===== src/rtl/address_generator.sv =====
// rtl/address_generator.sv - pixel byte-address generator for strand-mapped frame buffers
//
// Purpose: converts (strand_offset, strand_idx, strand_length) into the byte
// address of the pixel's first colour byte (3 bytes per pixel). Indices past
// the end of the strand wrap to the strand's first pixel. Two-stage pipeline,
// one result per clock, latency 2 clocks, no handshake.
//
// Ports:
//   clk            - rising-edge clock
//   rst_n          - asynchronous active-low reset, clears all pipeline state
//   strand_offset  - first pixel number of the strand
//   strand_idx     - pixel index within the strand
//   strand_length  - number of pixels in the strand (0 = every index wraps)
//   addr           - registered byte address, pixel_number * 3

module address_generator #(
  parameter int MEM_ADDR_WIDTH     = 24,
  parameter int STRAND_PARAM_WIDTH = 16
) (
  input  logic                          clk,
  input  logic                          rst_n,
  input  logic [STRAND_PARAM_WIDTH-1:0] strand_offset,
  input  logic [STRAND_PARAM_WIDTH-1:0] strand_idx,
  input  logic [STRAND_PARAM_WIDTH-1:0] strand_length,
  output logic [MEM_ADDR_WIDTH-1:0]     addr
);

  localparam int PN_W   = STRAND_PARAM_WIDTH + 1;
  localparam int PROD_W = STRAND_PARAM_WIDTH + 3;

  // Stage 1: range check plus both pixel-number candidates.
  logic            in_range_q, in_range_d;
  logic [PN_W-1:0] sum_q, sum_d;
  logic [PN_W-1:0] base_q, base_d;

  // Stage 2: scaled byte address.
  logic [MEM_ADDR_WIDTH-1:0] addr_q, addr_d;

  logic [PN_W-1:0]                pixel_num;
  logic [PROD_W-1:0]              pixel_ext;
  logic [PROD_W-1:0]              prod;
  logic [MEM_ADDR_WIDTH+PROD_W-1:0] prod_wide;

  always_comb begin
    in_range_d = (strand_idx < strand_length);
    sum_d      = {1'b0, strand_offset} + {1'b0, strand_idx};
    base_d     = {1'b0, strand_offset};
  end

  always_comb begin
    pixel_num = in_range_q ? sum_q : base_q;
    pixel_ext = {2'b00, pixel_num};
    // x3 as shift-and-add so no multiplier is inferred
    prod      = (pixel_ext << 1) + pixel_ext;
    // Pad then slice: covers both zero-extension and modulo truncation
    prod_wide = {{MEM_ADDR_WIDTH{1'b0}}, prod};
    addr_d    = prod_wide[MEM_ADDR_WIDTH-1:0];
  end

  always_ff @(posedge clk or negedge rst_n) begin
    if (!rst_n) begin
      in_range_q <= 1'b0;
      sum_q      <= '0;
      base_q     <= '0;
      addr_q     <= '0;
    end else begin
      in_range_q <= in_range_d;
      sum_q      <= sum_d;
      base_q     <= base_d;
      addr_q     <= addr_d;
    end
  end

  assign addr = addr_q;

endmodule


===== config.mk =====
export PLATFORM = sky130hd
export DESIGN_NAME = address_generator
export DESIGN_NICKNAME = d
export VERILOG_FILES = /design/src/rtl/address_generator.sv
export SDC_FILE = /design/constraint.sdc
export NUM_CORES = 1
export LEC_CHECK = 0
export ABC_AREA = 1
export BUFFER_PORTS_ARGS = -buffer_cell sky130_fd_sc_hd__clkbuf_2
export CAP_MARGIN = 20
export CORE_MARGIN = 10
export CORE_UTILIZATION = 45
export CTS_CLUSTER_DIAMETER = 100
export DETAILED_ROUTE_END_ITERATION = 10
export GPL_TIMING_DRIVEN = 1
export PLACE_DENSITY = 0.65
export SKIP_CTS_REPAIR_TIMING = 1
export SYNTH_ARGS = -nofsm -noshare
export SYNTH_HDL_FRONTEND = slang
export SYNTH_SLANG_ARGS = --single-unit

===== constraint.sdc =====
create_clock -name clk -period 2.9 [get_ports clk]
set_input_delay 0.145 -clock clk [delete_from_list [all_inputs] [get_ports clk]]
set_output_delay 0.145 -clock clk [all_outputs]
set_load 0.02 [all_outputs]

==> reports/results.ini, run 1 <==
[floorplanning]
placeableCoreArea_um2=8341
die_w_um=113.2
dieArea_um2=12810
row_count=33
io_pins=74
start_util_pct=46.86
die-height_um=113.2

[power_and_ir_drop]
power_leakage_nw=2.757
vdd_drop_max_mv=0.2563
power_density_nw_per_um2=614.4
p_total_mw=2.845

[routing]
wl_per_cell_um=11.78
dr.pass1.iters=6
drtIter0Drc=78
num_vias=3380
routed_wl_mm=8.515
ant_nets=0
drc=0
vias_per_cell=4.675

[synthesis]
synth.most_common_cell=nand2_1
synth-simple-area-share_pct=27.02
synth-edff-count=0
ys_warn_count=0
synth_commonest_cells=180 x nand2_1, 100 x inv_1, 53 x dfrtp_1, 49 x ha_1, 29 x nand3_1
async_flop_share_pct=100.0
synthTopCellsByArea=dfrtp_1 34%, nand2_1 17%, ha_1 16%
netlist_instances=526
synth_top_family_by_area=simple AND/OR/NAND/NOR gates
synthDistinctLibCells=26
synth_mux_area_share_pct=3.745
synth_fa_ha_area_share_pct=16.71
synth_area_leader_cell=dfrtp_1
ys_seq_elements=53
synth_top_area_share_pct=33.93
synth-xor-area-share_pct=3.137
syn_area_per_cell_um2=7.431
synth_ff_type=dfrtp_1
syn_area_um2=3909
synth_compound_area_share_pct=4.545
yosysSeqAreaShare_pct=33.93

[worst_setup_path]
cp.required_ns=3.11
crit_type=reg -> reg
worstPathArrival_ns=2.60
crit_fanout=12
setup.worst_path.start_class=flop
cp-end-kind=flop

[run_status]
status=complete, no violations

[flow_run]
maxCapViolCount=0

[clock_tree]
clock_sinks=53
clkTransAtPathRegs_ns=0.10
root_buffer=clkbuf_8
cts_tree=done
cts.path.max_buffers=2
htreeDepth=2
cts_made_buffers=5
clk_latency_ns=0.31

[global_route]
grtUsageMet1_pct=15.06
gr-total-overflow=0
grt_use_met3_pct=2.694
grt_pass1_wl_mm=14.36
top_usage_layer=met2
grt_pass1_vias=3414
grtUsageTotal_pct=13.06
grt_max_degree=34
antenna_found_initial=0
gr-usage-met2_pct=23.62

[timing]
period_share_pct=82.53
hold_viol=0
fmax_ghz=0.4178
fin_setup_tns_ns=0
slew_violations=0
tightestPinTransition_ns=0.8100
finalSetupViolCount=0
slew_headroom_pct=46.00
fin_worst_skew_ns=0.01113
finalCriticalPeriod_ns=2.394
worst_slack_ns=0.5065
rsz0062_at_grt=false

[hold_path]
hold_class=in -> reg

[finish]
nFillCells=826
regArea_um2=1326
multi_input_area_um2=2175
area_growth_pct=18.47
fin_nets=718
layout-drive-gt1-share_pct=16.02
diodes=0
utilization_pct=55.52

[placed_design]
post-dp-hpwl_mm=7.278
io_buffers=68
gp_congestion=0.8119
dp_slack_ns=0.4848

-- cells by family after synthesis --
logic type / count (synthesis)
AOI/OAI and AO/OA: 32
xor gates and xnor gates: 14
adders and majority gates: 51
buffers and inverters: 107
DFF: 53
muxes: 13
other: 1
and+or+nand+nor: 255
-- worst max-delay path, cell delays in order (launching register included) --
cell     delay (ns)
dfrtp_1        0.59
buf_4          0.25
mux2_2         0.37
ha_1           0.35
nand2_1        0.16
inv_1          0.05
a21oi_1        0.13
nand2_1        0.13
nand2_1        0.11
nand2_1        0.06
nand2_1        0.06
nand2_1        0.04
-- cells in the final DEF (no fill, tap or decap) --
master,instances
nand2_1,180
inv_1,100
clkbuf_2,68
dfrtp_1,53
ha_1,49
nand3_1,29
a21oi_1,24
nor2_1,23
dlygate4sd3_1,17
mux2_2,13
xor2_1,11
nor3_1,6
and2_1,5
conb_1,5
clkbuf_8,5
o21ai_0,4
or2_1,3
nor3_2,3
xnor2_1,3
o21bai_2,2
o21bai_1,2
nand4_1,2
fa_1,2
buf_4,2
nand2_2,1
nor2_2,1
or2_2,1
nand3b_1,1
inv_6,1
clkinv_4,1
inv_8,1
-- layout make-up --
| type | instances | area share, % |
|---|---|---|
| repair buffers | 87 | 11.35 |
| multi-input cells | 370 | 46.96 |
| inverters | 100 | 8.106 |
| clock inverters | 3 | 0.6215 |
| well taps | 105 | 2.837 |
| clock buffers | 5 | 1.486 |
| flip-flops and latches | 53 | 28.64 |
-- per-stage QoR --
step	area (um2)	hold WS, ns	cells
2_1_floorplan	3924	-0.1506	530
3_3_place_gp	4363	0.2739	698
3_5_place_dp	4363	0.2789	698
4_1_cts	4461	-0.07183	706
5_1_grt	4631	0.07893	723
6_report	4631	0.08078	723
-- report_power, final --
group	switching (mW)	total, mW	internal [mW]
registers	0.0489	0.967	0.918
logic	0.907	1.44	0.530
clock network	0.260	0.441	0.181
total	1.22	2.85	1.63
-- per-layer routing --
metal	up-vias	share of wire, %
met5	-	0
met4	0	1.4
met3	8	4.6
met2	77	49
met1	1495	45
li1	1800	-
-- final timing paths --
| path | startpoint | to | slack, ns | cells past startpoint |
|---|---|---|---|---|
| setup / recovery | in_range_q | addr[16] | 0.51 | 11 |
| hold / removal | strand_idx[0] | sum_q[0] | 0.08 | 2 |
| setup reg to reg | in_range_q | addr[16] | 0.51 | 11 |
| hold reg to reg | base_q[0] | addr[0] | 0.51 | 1 |
| max in group asynchronous | rst_n | base_q[9] | 1.68 | 3 |
| min in group asynchronous | rst_n | addr[3] | 0.45 | 2 |
-- sequential cells by signal (all words and copies together), names as in the netlist --
signal / count
addr: 19
sum_q: 17
base_q: 16
in_range_q: 1
Note: power is estimated with default switching activity, not from simulation.
==> run 2: changes to the inputs <==
--- a/config.mk
+++ b/config.mk
@@ -13,7 +13,7 @@
 export CTS_CLUSTER_DIAMETER = 100
 export DETAILED_ROUTE_END_ITERATION = 10
 export GPL_TIMING_DRIVEN = 1
-export PLACE_DENSITY = 0.65
+export PLACE_DENSITY = 0.68
 export SKIP_CTS_REPAIR_TIMING = 1
 export SYNTH_ARGS = -nofsm -noshare
 export SYNTH_HDL_FRONTEND = slang
==> constraint.sdc (replaced) <==
create_clock -name clk -period 2 [get_ports clk]
set_input_delay 0.1 -clock clk [delete_from_list [all_inputs] [get_ports clk]]
set_output_delay 0.1 -clock clk [all_outputs]
set_load 0.02 [all_outputs]
==> reports/results.ini, run 2 (synthesis results as in run 1) <==
[global_route]
grt_pass1_vias=3453  ; +1.1%
antenna_found_initial=0  ; unchanged
grtUsageTotal_pct=12.84  ; -0.23 points
grt_max_degree=54  ; +59%
grt_pass1_wl_mm=14.31  ; -0.33%
gr-total-overflow=0  ; unchanged

[routing]
wl_per_cell_um=12.46  ; +5.8%
drtIter0Drc=123  ; +58%
routed_wl_mm=9.380  ; +10%
ant_nets=0  ; unchanged
dr.pass1.iters=6  ; unchanged
vias_per_cell=4.691  ; +0.33%
num_vias=3532  ; +4.5%
drc=0  ; unchanged

[placed_design]
io_buffers=68  ; unchanged
dp_slack_ns=-0.1433  ; -0.6282 ns
place_inst=724  ; +3.7%
placed_area_um2=4577  ; +4.9%
post-dp-hpwl_mm=7.065  ; -2.9%
gp_congestion=0.8377  ; +3.2%

[floorplanning]
start_util_pct=46.86  ; unchanged
row_count=33  ; unchanged
io_pins=74  ; unchanged
die-height_um=113.2  ; unchanged
placeableCoreArea_um2=8341  ; unchanged
dieArea_um2=12810  ; unchanged
die_w_um=113.2  ; unchanged

[worst_setup_path]
cp-end-kind=flop
cpMostUsedCell=nand2_1
worstPathArrival_ns=2.33  ; -0.27 ns
slowest_delay_ns=0.45  ; -0.14 ns
cp.required_ns=2.23  ; -0.88 ns
slowest_stage=dfrtp_2
crit_chain=clkbuf_16 > mux2_2 > ha_4 > or2_4 > nand3_1 > nand2_2 > nand2_2 > nand2_1 > nand2_1 > nand2_1
crit_type=reg -> reg
setup.worst_path.start_class=flop
crit_fanout=10  ; -2

[timing]
fin_hold_ws_ns=0.03315  ; -0.04764 ns
finalCriticalPeriod_ns=2.108  ; -0.2850 ns
worst_slack_ns=-0.1085  ; -0.6150 ns
fin_worst_skew_ns=0.01203  ; +0.0008957 ns
tightestPinTransition_ns=0.6133  ; -0.1967 ns
fmax_ghz=0.4743  ; +14%
hold_viol=0  ; unchanged
finalSetupViolCount=12  ; +12
slew_violations=0  ; unchanged
period_share_pct=105.4  ; +23 points
rsz0062_at_grt=true
slew_headroom_pct=59.11  ; +13 points
fin_setup_tns_ns=-0.6333  ; -0.6333 ns

[finish]
area_growth_pct=33.45
layout-drive-gt1-share_pct=26.23  ; +10 points
layoutNonFillerInstCount=753  ; +4.1%
diodes=0  ; unchanged
layout_common_cells=166 x nand2_1, 97 x inv_1, 68 x clkbuf_2, 52 x dfrtp_1, 35 x ha_1
design_area_um2=5216  ; +13%
utilization_pct=62.54  ; +7.0 points
largest_reg_flops=19  ; unchanged
final_common_cell=nand2_1
fin_nets=748  ; +4.2%

[clock_tree]
cts_made_buffers=5  ; unchanged
cts_tree=done
root_buffer=clkbuf_8
clock_sinks=53  ; unchanged
htreeDepth=2  ; unchanged
clkTransAtPathRegs_ns=0.10  ; about the same
clk_latency_ns=0.32  ; about the same
cts.path.max_buffers=2  ; unchanged

[power_and_ir_drop]
power_leakage_nw=2.960  ; +7.3%
vdd_drop_max_mv=0.4128  ; +61%
p_total_mw=5.001  ; +76%
power_density_nw_per_um2=958.7  ; +56%

[hold_path]
hold_class=in -> reg

[run_status]
violations=setup timing
status=finished with violations

[flow_run]
maxCapViolCount=0  ; unchanged

## run 2: cell types whose count changed in the layout (fill, tap and decap cells not counted), sizes merged
cell and change:
buf +28, clkbuf +2, bufinv +1, clkinv -1
## run 2: final timing paths
check / endpoint / depth (start not counted) / slack, ns / startpoint
setup / recovery: addr[17] / 10 / -0.11 / in_range_q
hold / removal: sum_q[0] / 2 / 0.03 / strand_idx[0]
setup reg to reg: addr[17] / 10 / -0.11 / in_range_q
hold reg to reg: addr[0] / 1 / 0.52 / sum_q[0]
max in group asynchronous: in_range_q / 3 / 1.13 / rst_n
min in group asynchronous: addr[2] / 3 / 0.41 / rst_n
## run 2: cell type report
cell class,instances,area [um2]
Clock buffer,5,68.82
Inverter,100,375.4
Sequential cell,53,1328
Fill cell,720,3124
Tap cell,105,131.4
Timing Repair Buffer,117,802.0
Clock inverter,3,47.55
Multi-Input combinational cell,370,2464
## run 2: routing by layer
| layer | GRT usage (%) | vias to the layer above | wire length (um) |
|---|---|---|---|
| li1 | - | 1857 | - |
| met3 | 2.588 | 14 | 300 |
| met5 | 0 | - | 0 |
| met1 | 15.10 | 1594 | 4042 |
| met4 | 3.638 | 0 | 194 |
| met2 | 22.96 | 67 | 4842 |
## run 2: critical path, delay by kind of cell (launching register included)
family                   cells  cell delay, ns
adder cells (fa/ha/maj)      1            0.27
flip-flops                   1            0.45
buffers and inverters        1            0.19
multiplexers                 1            0.39
AND/OR/NAND/NOR              7            0.72
## run 2: power breakdown
group / switching, mW / total (mW) / internal [mW]
combinational: 1.57 / 2.84 / 1.27
clock: 0.373 / 0.755 / 0.382
sequential: 0.0698 / 1.40 / 1.33
total: 2.02 / 5.00 / 2.98
==> run 3: changes to the inputs <==
--- a/config.mk
+++ b/config.mk
@@ -5,7 +5,6 @@
 export SDC_FILE = /design/constraint.sdc
 export NUM_CORES = 1
 export LEC_CHECK = 0
-export ABC_AREA = 1
 export BUFFER_PORTS_ARGS = -buffer_cell sky130_fd_sc_hd__clkbuf_2
 export CAP_MARGIN = 20
 export CORE_MARGIN = 10
@@ -13,6 +12,7 @@
 export CTS_CLUSTER_DIAMETER = 100
 export DETAILED_ROUTE_END_ITERATION = 10
 export GPL_TIMING_DRIVEN = 1
+export HOLD_SLACK_MARGIN = 0.08
 export PLACE_DENSITY = 0.68
 export SKIP_CTS_REPAIR_TIMING = 1
 export SYNTH_ARGS = -nofsm -noshare
==> reports/results.ini, run 3 <==
[run_status]
status=finished with violations
violations=setup timing

[synthesis]
synth_commonest_cells=53 x dfrtp_1, 49 x ha_1, 28 x a21oi_1, 25 x inv_1
synth_mux_area_share_pct=5.559  ; +1.8 points
synth_compound_area_share_pct=18.02  ; +13 points
netlist_instances=348  ; -34%
ys_seq_elements=53  ; unchanged
yosysSeqAreaShare_pct=37.54  ; +3.6 points
synth-simple-area-share_pct=10.27  ; -17 points
async_flop_share_pct=100.0  ; unchanged
synth-xor-area-share_pct=5.453  ; +2.3 points
ys_warn_count=0  ; unchanged
synth.most_common_cell=dfrtp_1
synth_area_leader_cell=dfrtp_1
synth-edff-count=0  ; unchanged
synthDistinctLibCells=48  ; +85%
synth_ff_type=dfrtp_1
syn_area_per_cell_um2=10.15  ; +37%
synthTopCellsByArea=dfrtp_1 38%, ha_1 17%, mux2_2 4.1%
synth_fa_ha_area_share_pct=18.48  ; +1.8 points
syn_area_um2=3533  ; -9.6%
synth_top_family_by_area=adder cells
synth_top_area_share_pct=37.54  ; +3.6 points

[global_route]
grt_use_met3_pct=3.186  ; +0.60 points
gr-usage-met2_pct=23.23  ; +0.27 points
gr-total-overflow=0  ; unchanged
top_usage_layer=met2
grtUsageMet1_pct=15.54  ; +0.44 points
antenna_found_initial=0  ; unchanged
grt_pass1_wl_mm=13.02  ; -9.0%
grt_max_degree=37  ; -31%
grt_pass1_vias=3088  ; -11%
grtUsageTotal_pct=13.10  ; +0.26 points

[power_and_ir_drop]
p_total_mw=5.166  ; +3.3%
combPwrFrac_pct=59.9  ; +3.0 points
vdd_drop_max_mv=0.4177  ; +1.2%
p_sw_mw=1.975  ; -2.1%
cell_internal_pwr_mw=3.192  ; +7.0%
power_leakage_nw=2.543  ; -14%
power_density_nw_per_um2=1035  ; +8.0%
sw_frac_of_total_pct=38.23  ; -2.1 points
p_clk_share_pct=12.6  ; -2.5 points
seqPwrFrac_pct=27.5  ; -0.5 points

[clock_tree]
clock_sinks=53  ; unchanged
clk_latency_ns=0.31  ; about the same
clkTransAtPathRegs_ns=0.10  ; about the same
cts_tree=done
root_buffer=clkbuf_8
htreeDepth=2  ; unchanged
cts_made_buffers=5  ; unchanged
cts.path.max_buffers=2  ; unchanged

[routing]
num_vias=2998  ; -15%
ant_nets=0  ; unchanged
drc=0  ; unchanged
vias_per_cell=4.947  ; +5.5%
drtIter0Drc=83  ; -33%
wl_per_cell_um=13.58  ; +9.0%
dr.pass1.iters=4  ; -2
routed_wl_mm=8.231  ; -12%

[floorplanning]
dieArea_um2=11800  ; -7.9%
start_util_pct=45.96  ; -0.90 points
row_count=32  ; -3.0%
placeableCoreArea_um2=7687  ; -7.8%
die_w_um=108.6  ; -4.1%
io_pins=74  ; unchanged
die-height_um=108.6  ; -4.1%

[finish]
nFillCells=616  ; -14%
fin_nets=604  ; -19%
layout-drive-gt1-share_pct=38.10  ; +12 points
diodes=0  ; unchanged
largest_reg_flops=19  ; unchanged
design_area_um2=4990  ; -4.3%
layout_common_cells=68 x clkbuf_2, 66 x buf_4, 52 x dfrtp_1, 41 x ha_1, 23 x a21oi_1
area_growth_pct=41.22
final_common_cell=clkbuf_2

[worst_setup_path]
worstPathArrival_ns=2.74  ; +0.41 ns
setup.worst_path.start_class=flop
cp-end-kind=flop
crit_type=reg -> reg
crit_fanout=5  ; -5
cp.required_ns=2.19  ; -0.04 ns

[placed_design]
placed_area_um2=4557  ; -0.44%
io_buffers=68  ; unchanged
dp_slack_ns=-0.5267  ; -0.3833 ns
post-dp-hpwl_mm=6.436  ; -8.9%
gp_congestion=0.8144  ; -2.8%

[timing]
fin_worst_skew_ns=0.004722  ; -0.007304 ns
finalCriticalPeriod_ns=2.553  ; +0.4445 ns
period_share_pct=127.6  ; +22 points
fin_setup_tns_ns=-5.978  ; -5.344 ns
fmax_ghz=0.3917  ; -17%
finalSetupViolCount=22  ; +10
worst_slack_ns=-0.5530  ; -0.4445 ns
rsz0062_at_grt=true
hold_viol=0  ; unchanged
slew_violations=0  ; unchanged
fin_hold_ws_ns=0.1215  ; +0.08832 ns

[hold_path]
hold_class=in -> async

[flow_run]
maxCapViolCount=0  ; unchanged

==> run 3: cell type report <==
cell class	instances	area (um2)	share of cell area (%)
Timing Repair Buffer	156	1084	21.72
Inverter	25	93.84	1.881
Tap cell	102	127.6	2.558
Multi-Input combinational cell	262	2257	45.24
Clock inverter	2	17.52	0.3511
Clock buffer	6	82.58	1.655
Sequential cell	53	1328	26.60
==> run 3: worst max-delay path, stage by stage (launching register included) <==
cell,delay (ns)
dfrtp_2,0.46
buf_12,0.15
mux2i_4,0.18
inv_2,0.07
ha_4,0.13
inv_2,0.03
fa_2,0.34
nor2b_2,0.18
o31a_1,0.20
o211ai_1,0.17
a21oi_2,0.19
mux2i_1,0.21
o311ai_1,0.11
==> run 3: path summary, 6_finish.rpt <==
kind                       slack, ns              from  cells after the start          to
hold reg to reg                 0.52          sum_q[0]                      1     addr[0]
min in group clk                0.12  strand_offset[1]                      2    sum_q[1]
hold / removal                  0.12             rst_n                      2     addr[2]
setup / recovery               -0.55        in_range_q                     12    addr[17]
setup reg to reg               -0.55        in_range_q                     12    addr[17]
max in group asynchronous       1.25             rst_n                      3  in_range_q
==> run 3: metrics by stage <==
| stage | util [%] | std cells |
|---|---|---|
| detailed placement | 59.28 | 573 |
| global placement | 59.28 | 573 |
| CTS | 60.58 | 581 |
| floorplan | - | 352 |
| global route | 64.91 | 606 |
| finish | 64.91 | 606 |
==> run 3: cell families after synthesis <==
| kind of cell | Yosys count |
|---|---|
| AO/OA/AOI/OAI | 94 |
| AND/OR/NAND/NOR | 72 |
| flip-flops | 53 |
| adder cells (fa/ha/maj) | 51 |
| buffers and inverters | 37 |
| XOR/XNOR | 22 |
| multiplexers | 18 |
| other | 1 |
==> run 3: power groups by stage <==
| stage | sequential, mW | clock, mW | combinational, mW |
|---|---|---|---|
| 2_1_floorplan | 1.68 | 0 | 1.63 |
| 3_3_place_gp | 1.44 | 0 | 2.80 |
| 3_5_place_dp | 1.44 | 0 | 2.85 |
| 4_1_cts | 1.42 | 0.658 | 2.87 |
| 5_1_grt | 1.45 | 0.711 | 3.44 |
| 6_report | 1.42 | 0.649 | 3.10 |
==> run 3: routing by layer <==
metal	routed length (um)	share of wire, %
met1	3585	44
met2	4093	50
met3	422	5.1
met4	130	1.6
met5	0	0
